[src/rtl/usb_tx_scheduler.sv]
// usb_tx_scheduler: picks one of three transmit requesters and walks the packet
// through launch, word shifting, EOP (SE0 then J) and the inter-packet gap.
module usb_tx_scheduler #(
  parameter int unsigned CLKS_PER_BIT = 8,
  parameter int unsigned EOP_SE0_BITS = 2,
  parameter int unsigned GAP_BITS     = 2
) (
  input  logic       clk_i,
  input  logic       n_rst_i,
  input  logic       req_response_i,
  input  logic       req_start_i,
  input  logic       req_empty_i,
  input  logic       abort_i,
  input  logic       byte_sent_i,
  input  logic       data_sent_i,
  output logic       transmitting_o,
  output logic       transmit_response_o,
  output logic       transmit_start_o,
  output logic       transmit_empty_o,
  output logic [1:0] grant_o,
  output logic       load_word_o,
  output logic       eop_se0_o,
  output logic       eop_j_o,
  output logic       tx_busy_o,
  output logic       tx_done_o,
  output logic       tx_abort_o
);

  localparam int unsigned SE0_CYCLES = EOP_SE0_BITS * CLKS_PER_BIT;
  localparam int unsigned J_CYCLES   = CLKS_PER_BIT;
  localparam int unsigned GAP_CYCLES = GAP_BITS * CLKS_PER_BIT;
  localparam int unsigned MAX_CYCLES = (SE0_CYCLES > GAP_CYCLES) ? SE0_CYCLES : GAP_CYCLES;
  localparam int unsigned CNT_W      = $clog2(MAX_CYCLES + 1);

  localparam logic [CNT_W-1:0] SE0_LOAD = CNT_W'(SE0_CYCLES - 1);
  localparam logic [CNT_W-1:0] J_LOAD   = CNT_W'(J_CYCLES - 1);
  localparam logic [CNT_W-1:0] GAP_LOAD = CNT_W'(GAP_CYCLES - 1);
  localparam logic [CNT_W-1:0] CNT_ZERO = {CNT_W{1'b0}};
  localparam logic [CNT_W-1:0] CNT_ONE  = CNT_W'(1);

  typedef enum logic [2:0] {
    ST_IDLE    = 3'd0,
    ST_LAUNCH  = 3'd1,
    ST_SEND    = 3'd2,
    ST_EOP_SE0 = 3'd3,
    ST_EOP_J   = 3'd4,
    ST_GAP     = 3'd5
  } state_e;

  typedef enum logic [1:0] {
    GNT_NONE     = 2'd0,
    GNT_RESPONSE = 2'd1,
    GNT_START    = 2'd2,
    GNT_EMPTY    = 2'd3
  } grant_e;

  state_e           state_q, state_d;
  grant_e           grant_q, grant_d;
  logic [CNT_W-1:0] cnt_q, cnt_d;
  logic             rr_last_q, rr_last_d;
  logic             aborted_q, aborted_d;
  logic             abort_hit_s;
  logic             done_s;

  logic transmitting_q, eop_se0_q, eop_j_q, tx_busy_q, tx_done_q, tx_abort_q;

  // Next-state, arbitration and duration-counter logic.
  always_comb begin
    state_d     = state_q;
    grant_d     = grant_q;
    cnt_d       = cnt_q;
    rr_last_d   = rr_last_q;
    aborted_d   = aborted_q;
    abort_hit_s = 1'b0;
    done_s      = 1'b0;
    case (state_q)
      ST_IDLE: begin
        aborted_d = 1'b0;
        if (req_response_i) begin
          grant_d = GNT_RESPONSE;
          state_d = ST_LAUNCH;
        end else if (req_start_i && req_empty_i) begin
          // rr_last_q=1 means start won the last start/empty contest.
          if (rr_last_q) begin
            grant_d   = GNT_EMPTY;
            rr_last_d = 1'b0;
          end else begin
            grant_d   = GNT_START;
            rr_last_d = 1'b1;
          end
          state_d = ST_LAUNCH;
        end else if (req_start_i) begin
          grant_d   = GNT_START;
          rr_last_d = 1'b1;
          state_d   = ST_LAUNCH;
        end else if (req_empty_i) begin
          grant_d   = GNT_EMPTY;
          rr_last_d = 1'b0;
          state_d   = ST_LAUNCH;
        end else begin
          state_d = ST_IDLE;
        end
      end
      ST_LAUNCH, ST_SEND: begin
        if (abort_i) begin
          abort_hit_s = 1'b1;
          aborted_d   = 1'b1;
          state_d     = ST_EOP_SE0;
          cnt_d       = SE0_LOAD;
        end else if ((state_q == ST_SEND) && data_sent_i) begin
          state_d = ST_EOP_SE0;
          cnt_d   = SE0_LOAD;
        end else begin
          state_d = ST_SEND;
        end
      end
      ST_EOP_SE0: begin
        if (cnt_q == CNT_ZERO) begin
          state_d = ST_EOP_J;
          cnt_d   = J_LOAD;
        end else begin
          cnt_d = cnt_q - CNT_ONE;
        end
      end
      ST_EOP_J: begin
        if (cnt_q == CNT_ZERO) begin
          state_d = ST_GAP;
          cnt_d   = GAP_LOAD;
          done_s  = ~aborted_q;
        end else begin
          cnt_d = cnt_q - CNT_ONE;
        end
      end
      ST_GAP: begin
        if (cnt_q == CNT_ZERO) begin
          state_d = ST_IDLE;
          grant_d = GNT_NONE;
        end else begin
          cnt_d = cnt_q - CNT_ONE;
        end
      end
      default: begin
        state_d = ST_IDLE;
        grant_d = GNT_NONE;
        cnt_d   = CNT_ZERO;
      end
    endcase
  end

  // State, arbitration memory and registered drive outputs.
  always_ff @(posedge clk_i or negedge n_rst_i) begin
    if (!n_rst_i) begin
      state_q        <= ST_IDLE;
      grant_q        <= GNT_NONE;
      cnt_q          <= CNT_ZERO;
      rr_last_q      <= 1'b0;
      aborted_q      <= 1'b0;
      transmitting_q <= 1'b0;
      eop_se0_q      <= 1'b0;
      eop_j_q        <= 1'b0;
      tx_busy_q      <= 1'b0;
      tx_done_q      <= 1'b0;
      tx_abort_q     <= 1'b0;
    end else begin
      state_q        <= state_d;
      grant_q        <= grant_d;
      cnt_q          <= cnt_d;
      rr_last_q      <= rr_last_d;
      aborted_q      <= aborted_d;
      transmitting_q <= (state_d == ST_LAUNCH) || (state_d == ST_SEND);
      eop_se0_q      <= (state_d == ST_EOP_SE0);
      eop_j_q        <= (state_d == ST_EOP_J);
      tx_busy_q      <= (state_d != ST_IDLE);
      tx_done_q      <= done_s;
      tx_abort_q     <= abort_hit_s;
    end
  end

  // Timer-facing strobes decoded from state and the same-cycle timer pulses.
  always_comb begin
    load_word_o         = 1'b0;
    transmit_response_o = 1'b0;
    transmit_start_o    = 1'b0;
    transmit_empty_o    = 1'b0;
    if (state_q == ST_LAUNCH) begin
      load_word_o         = 1'b1;
      transmit_response_o = (grant_q == GNT_RESPONSE);
      transmit_start_o    = (grant_q == GNT_START);
      transmit_empty_o    = (grant_q == GNT_EMPTY);
    end else if (state_q == ST_SEND) begin
      // A word loaded in an aborting cycle would never be shifted out.
      load_word_o = byte_sent_i & ~data_sent_i & ~abort_i;
    end else begin
      load_word_o = 1'b0;
    end
  end

  assign transmitting_o = transmitting_q;
  assign grant_o        = grant_q;
  assign eop_se0_o      = eop_se0_q;
  assign eop_j_o        = eop_j_q;
  assign tx_busy_o      = tx_busy_q;
  assign tx_done_o      = tx_done_q;
  assign tx_abort_o     = tx_abort_q;

  usb_tx_scheduler_chk u_chk (
    .clk_i               (clk_i),
    .n_rst_i             (n_rst_i),
    .transmitting_i      (transmitting_q),
    .transmit_response_i (transmit_response_o),
    .transmit_start_i    (transmit_start_o),
    .transmit_empty_i    (transmit_empty_o),
    .eop_se0_i           (eop_se0_q),
    .eop_j_i             (eop_j_q),
    .tx_done_i           (tx_done_q),
    .tx_abort_i          (tx_abort_q)
  );

endmodule

// Structural invariants of the scheduler outputs.
module usb_tx_scheduler_chk (
  input logic clk_i,
  input logic n_rst_i,
  input logic transmitting_i,
  input logic transmit_response_i,
  input logic transmit_start_i,
  input logic transmit_empty_i,
  input logic eop_se0_i,
  input logic eop_j_i,
  input logic tx_done_i,
  input logic tx_abort_i
);

  a_one_strobe: assert property (@(posedge clk_i) disable iff (!n_rst_i)
    $onehot0({transmit_response_i, transmit_start_i, transmit_empty_i}));

  a_eop_exclusive: assert property (@(posedge clk_i) disable iff (!n_rst_i)
    !(eop_se0_i && eop_j_i));

  a_no_tx_in_eop: assert property (@(posedge clk_i) disable iff (!n_rst_i)
    !(transmitting_i && (eop_se0_i || eop_j_i)));

  a_done_xor_abort: assert property (@(posedge clk_i) disable iff (!n_rst_i)
    !(tx_done_i && tx_abort_i));

endmodule

[config.mk]
export PLATFORM = sky130hd
export DESIGN_NAME = usb_tx_scheduler
export DESIGN_NICKNAME = d
export VERILOG_FILES = /design/src/rtl/usb_tx_scheduler.sv
export SDC_FILE = /design/constraint.sdc
export NUM_CORES = 1
export LEC_CHECK = 0
export BUFFER_PORTS_ARGS = -buffer_cell sky130_fd_sc_hd__buf_2
export CELL_PAD_IN_SITES_DETAIL_PLACEMENT = 1
export CELL_PAD_IN_SITES_GLOBAL_PLACEMENT = 2
export CORE_MARGIN = 2
export CORE_UTILIZATION = 24
export CTS_CLUSTER_DIAMETER = 150
export CTS_CLUSTER_SIZE = 25
export DETAILED_ROUTE_END_ITERATION = 16
export HOLD_SLACK_MARGIN = 0.05
export PLACE_DENSITY_LB_ADDON = 0.1
export RECOVER_POWER = 50
export SLEW_MARGIN = 20
export SYNTH_ARGS = -nofsm -noshare
export SYNTH_HDL_FRONTEND = slang
export SYNTH_SLANG_ARGS = --single-unit
[constraint.sdc]
create_clock -name clk_i -period 2.2 [get_ports clk_i]
set_input_delay 0.22 -clock clk_i [delete_from_list [all_inputs] [get_ports clk_i]]
set_output_delay 0.22 -clock clk_i [all_outputs]
set_load 0.01 [all_outputs]
==> report_table.html <==
<table>
<tr><th>Metric</th><th>Value</th></tr>
<tr><th colspan="2">Placed design</th></tr>
<tr><td>Count of port buffers added during placement</td><td>19</td></tr>
<tr><td>DP Wirelength</td><td>2.42 mm</td></tr>
<tr><td>GPL Wtd Cong</td><td>0.772</td></tr>
<tr><td>Number of instances in the placed design</td><td>191</td></tr>
<tr><th colspan="2">Finish</th></tr>
<tr><td>Fill count</td><td>529</td></tr>
<tr><td>Final Util</td><td>0.297</td></tr>
<tr><td>Synth-to-Final Area Change</td><td>19.2%</td></tr>
<tr><td>Total Nets Final</td><td>154</td></tr>
<tr><td>Area used by sequential logic in the layout</td><td>450 µm²</td></tr>
<tr><td>Antenna cells</td><td>0</td></tr>
<tr><td>Proportion of layout cells with a drive suffix above 1</td><td>0.174</td></tr>
<tr><td>Final cell count without fillers</td><td>196</td></tr>
<tr><td>Area occupied by multi-input gates</td><td>572 µm²</td></tr>
<tr><th colspan="2">Timing</th></tr>
<tr><td>Setup repair after global routing missed its margin</td><td>false</td></tr>
<tr><td>Maximum clock rate</td><td>497 MHz</td></tr>
<tr><td>Worst slew margin relative to its limit</td><td>0.305</td></tr>
<tr><td>Post-layout minimum cycle time</td><td>2010 ps</td></tr>
<tr><td>Post-Route Setup TNS</td><td>0 ps</td></tr>
<tr><td>Final number of max-transition violations</td><td>0</td></tr>
<tr><td>Final worst-path cycle share</td><td>0.915</td></tr>
<tr><td>Largest clock skew in the final design</td><td>5.64 ps</td></tr>
<tr><td>Final count of hold timing violations</td><td>0</td></tr>
<tr><td>Worst-Margin Slew</td><td>1040 ps</td></tr>
<tr><td>Finish-stage setup viols</td><td>0</td></tr>
<tr><th colspan="2">Worst setup path</th></tr>
<tr><td>Standard cell with the maximum stage delay on the critical path</td><td>sky130_fd_sc_hd__or4b_1</td></tr>
<tr><td>Signal arrival time at the worst endpoint</td><td>2150 ps</td></tr>
<tr><td>Worst Setup End Kind</td><td>register</td></tr>
<tr><td>Buffers and inverters on the worst path</td><td>1</td></tr>
<tr><td>Required time of the critical path</td><td>2340 ps</td></tr>
<tr><td>Worst flop-to-flop path startpoint</td><td>cnt_q[0]</td></tr>
<tr><td>Delay of the slowest critical-path stage</td><td>630 ps</td></tr>
<tr><td>Cell family with the largest share of critical-path delay</td><td>simple AND/OR/NAND/NOR gates</td></tr>
<tr><td>Cell-by-cell listing of the critical path</td><td>inv_1 &gt; ha_1 &gt; or4b_1 &gt; nor2_2 &gt; o21a_1 &gt; o21ai_1</td></tr>
<tr><td>Crit path kind</td><td>register to register</td></tr>
<tr><td>Path depth of the worst reg2reg path</td><td>6</td></tr>
<tr><td>Endpoint of the lowest-slack register-to-register path</td><td>tx_busy_o</td></tr>
<tr><td>Worst-path fanout max</td><td>8</td></tr>
<tr><td>Worst Setup Start Kind</td><td>register</td></tr>
<tr><td>R2R setup slack</td><td>190 ps</td></tr>
<tr><th colspan="2">Min path</th></tr>
<tr><td>HP Class</td><td>input pin to register</td></tr>
<tr><td>Sink of the worst hold path</td><td>rr_last_q</td></tr>
<tr><td>Count of cells along the worst hold path</td><td>2</td></tr>
<tr><td>Startpoint of the worst hold path</td><td>req_empty_i</td></tr>
<tr><th colspan="2">Logic synthesis</th></tr>
<tr><td>Async SR Flop Fraction</td><td>1.00</td></tr>
<tr><td>Yosys warns</td><td>0</td></tr>
<tr><td>Synth top area cells</td><td>sky130_fd_sc_hd__dfrtp_1 (42%), sky130_fd_sc_hd__nand2b_1 (3.5%), sky130_fd_sc_hd__nor2_1 (3.5%), sky130_fd_sc_hd__a21oi_1 (3.3%), sky130_fd_sc_hd__nor3_1 (2.8%)</td></tr>
<tr><td>Number of library cell types mapped by synthesis</td><td>39</td></tr>
<tr><td>Synthesized instance count</td><td>125</td></tr>
<tr><td>Synth Register Bits</td><td>18</td></tr>
<tr><td>Area share of the largest cell type after synthesis</td><td>0.418</td></tr>
<tr><td>Number of enable-type register cells in the synthesized netlist</td><td>0</td></tr>
<tr><td>Netlist area before placement</td><td>0.00108 mm²</td></tr>
<tr><td>Sequential-to-total area share from yosys stat</td><td>0.418</td></tr>
<tr><td>Commonest cells in the synthesized netlist</td><td>sky130_fd_sc_hd__dfrtp_1 (18), sky130_fd_sc_hd__nor2_1 (10), sky130_fd_sc_hd__nand2_1 (8)</td></tr>
<tr><td>Total nets after synthesis</td><td>134</td></tr>
<tr><td>Average instance area after synthesis</td><td>8.62 µm²</td></tr>
<tr><td>Library cell with the largest summed area after synthesis</td><td>sky130_fd_sc_hd__dfrtp_1</td></tr>
<tr><td>Dominant synthesized flop cell</td><td>sky130_fd_sc_hd__dfrtp_1</td></tr>
<tr><td>Count leader, synth</td><td>sky130_fd_sc_hd__dfrtp_1</td></tr>
<tr><th colspan="2">Floorplan</th></tr>
<tr><td>Vertical die dimension</td><td>71.0 µm</td></tr>
<tr><td>Die Footprint</td><td>0.00504 mm²</td></tr>
<tr><td>Number of rows created at floorplan</td><td>24</td></tr>
<tr><td>Initial standard-cell utilization of the core</td><td>0.249</td></tr>
<tr><td>Core area</td><td>0.00432 mm²</td></tr>
<tr><td>Width of the die</td><td>71.0 µm</td></tr>
<tr><td>I/O Pins</td><td>20</td></tr>
<tr><th colspan="2">Power</th></tr>
<tr><td>Static leakage power</td><td>0.550 nW</td></tr>
<tr><td>Power density over cell area</td><td>1130 mW/mm²</td></tr>
<tr><td>Worst IR drop on VDD</td><td>315 µV</td></tr>
<tr><th colspan="2">Status</th></tr>
<tr><td>Outcome</td><td>finished clean</td></tr>
<tr><th colspan="2">Global route</th></tr>
<tr><td>Maximum number of pins on one net before global-route repair</td><td>19</td></tr>
<tr><td>Antenna violations before repair</td><td>0</td></tr>
<tr><td>Vias in the first global route</td><td>1098</td></tr>
<tr><td>First-pass GRT wire length</td><td>5.72 mm</td></tr>
<tr><td>GR Overflow Total</td><td>0</td></tr>
<tr><td>Global Route Usage Sum</td><td>0.144</td></tr>
<tr><th colspan="2">CTS</th></tr>
<tr><td>Clock insertion delay at the later pin of the skew report</td><td>260 ps</td></tr>
<tr><td>Clock tree from TritonCTS</td><td>yes</td></tr>
<tr><td># clock sinks</td><td>18</td></tr>
<tr><td>Number of CTS-inserted buffers</td><td>3</td></tr>
<tr><td>Resize count post-CTS</td><td>0</td></tr>
<tr><td>Bufs on Longest Clock Path</td><td>2</td></tr>
<tr><td>Clock-pin slew reported for the worst setup and hold paths after clock tree synthesis</td><td>70 ps</td></tr>
<tr><td>Number of levels the H-tree was split into</td><td>1</td></tr>
<tr><td>Root buf cell</td><td>sky130_fd_sc_hd__clkbuf_8</td></tr>
<tr><td>Post CTS Setup Buffer Count</td><td>0</td></tr>
<tr><th colspan="2">Detailed routing</th></tr>
<tr><td>Aggregate routed wire length</td><td>3.24 mm</td></tr>
<tr><td>Wire per inst</td><td>16.5 µm</td></tr>
<tr><td>Length of the first detailed-routing pass in iterations</td><td>4</td></tr>
<tr><td>Violation count after the first detailed-route iteration</td><td>27</td></tr>
<tr><td>Via density per instance</td><td>5.17</td></tr>
<tr><td>Drt drc</td><td>0</td></tr>
<tr><td>Post-route antenna net violation count</td><td>0</td></tr>
<tr><td>Routed via count</td><td>1013</td></tr>
<tr><th colspan="2">Run</th></tr>
<tr><td>Maximum Capacitance Violations</td><td>0</td></tr>
</table>
## worst reg2reg max path: cells and delay by family, from the launching register on
family | cells | cell delay, ps
AND/OR/NAND/NOR | 2 | 870
flip-flops | 1 | 420
AO/OA/AOI/OAI | 2 | 270
adder cells (fa/ha/maj) | 1 | 230
buffers and inverters | 1 | 80
## cell families after synthesis
kind of cell / after synthesis / share of synthesized area
adders and majority gates: 1 / 0.0116
xor gates and xnor gates: 3 / 0.0244
and+or+nand+nor: 50 / 0.250
muxes: 2 / 0.0197
DFF: 18 / 0.418
AOI/OAI and AO/OA: 37 / 0.225
buffers and inverters: 14 / 0.0511
## cell type report
class                   instances  share of cell area
multi-input cells              93               0.445
well taps                      52              0.0507
clock buffers                   4              0.0429
repair buffers                 23              0.0926
inverters                       6              0.0175
flip-flops and latches         18               0.351
## per-layer routing
metal  global-route usage  wire, µm
met5                    0         0
met4               0.0482        37
met3               0.0256       121
met2                0.241      1550
met1                0.189      1530
## placed cells by master, fill, tap and decap left out, drive strengths merged
master        n
o31ai         1
o211ai        2
o21ai        10
nand2         8
nor2         11
nand3         5
o21a          1
and3          2
or4b          1
a21oi         7
nor4b         2
mux2          1
dlygate4sd3   1
dfrtp        18
a211oi        2
a221oi        2
a21o          1
ha            1
o2111a        1
or2           2
inv           6
a31o          1
o221ai        1
a2bb2oi       1
or3           2
clkbuf       11
nor2b         4
nor3          6
nand2b        6
o22ai         4
buf          15
a31oi         3
and2          1
xnor2         3
mux2i         1
## metrics by stage
| step | area (µm²) | power (mW) | hold slack (ps) | setup WS (ps) |
|---|---|---|---|---|
| final | 1280 | 1.46 | 176 | 187 |
| after global routing | 1280 | 1.59 | 199 | 58.4 |
| after CTS | 1290 | 1.49 | 175 | 173 |
| after detailed placement | 1230 | 1.19 | 205 | 192 |
| after global placement | 1230 | 1.18 | 189 | 271 |
| after floorplan | 1080 | 0.982 | -75.6 | 474 |
## repair_timing
action,in CTS,in global routing
endpoints found under the hold margin,18,0
hold buffers,1,0
endpoints found under the setup margin,0,0
## how the worst max path moves through the flow
stage,from,to,slack (ps),depth (start not counted)
final,cnt_q[0],tx_busy_o,190,6
after global routing,cnt_q[0],tx_busy_o,60,6
after CTS,cnt_q[0],tx_busy_o,170,6
after detailed placement,cnt_q[0],tx_busy_o,190,6
after global placement,cnt_q[0],tx_busy_o,270,6
after floorplan,cnt_q[0],cnt_q[0],470,6
## registers in the layout, summed over array words and instances (netlist names)
register and flops:
tx_abort_o 1, cnt_q 5, grant_o 2, aborted_q 1, state_q 3, transmitting_o 1, tx_done_o 1, tx_busy_o 1
rr_last_q 1, eop_se0_o 1, eop_j_o 1
## report_power, final
group,switching [mW],internal (mW),total (mW)
clock,0.129,0.160,0.288
sequential,0.117,0.435,0.552
combinational,0.339,0.277,0.616
total,0.584,0.871,1.46
(Power assumes the default switching activity.)
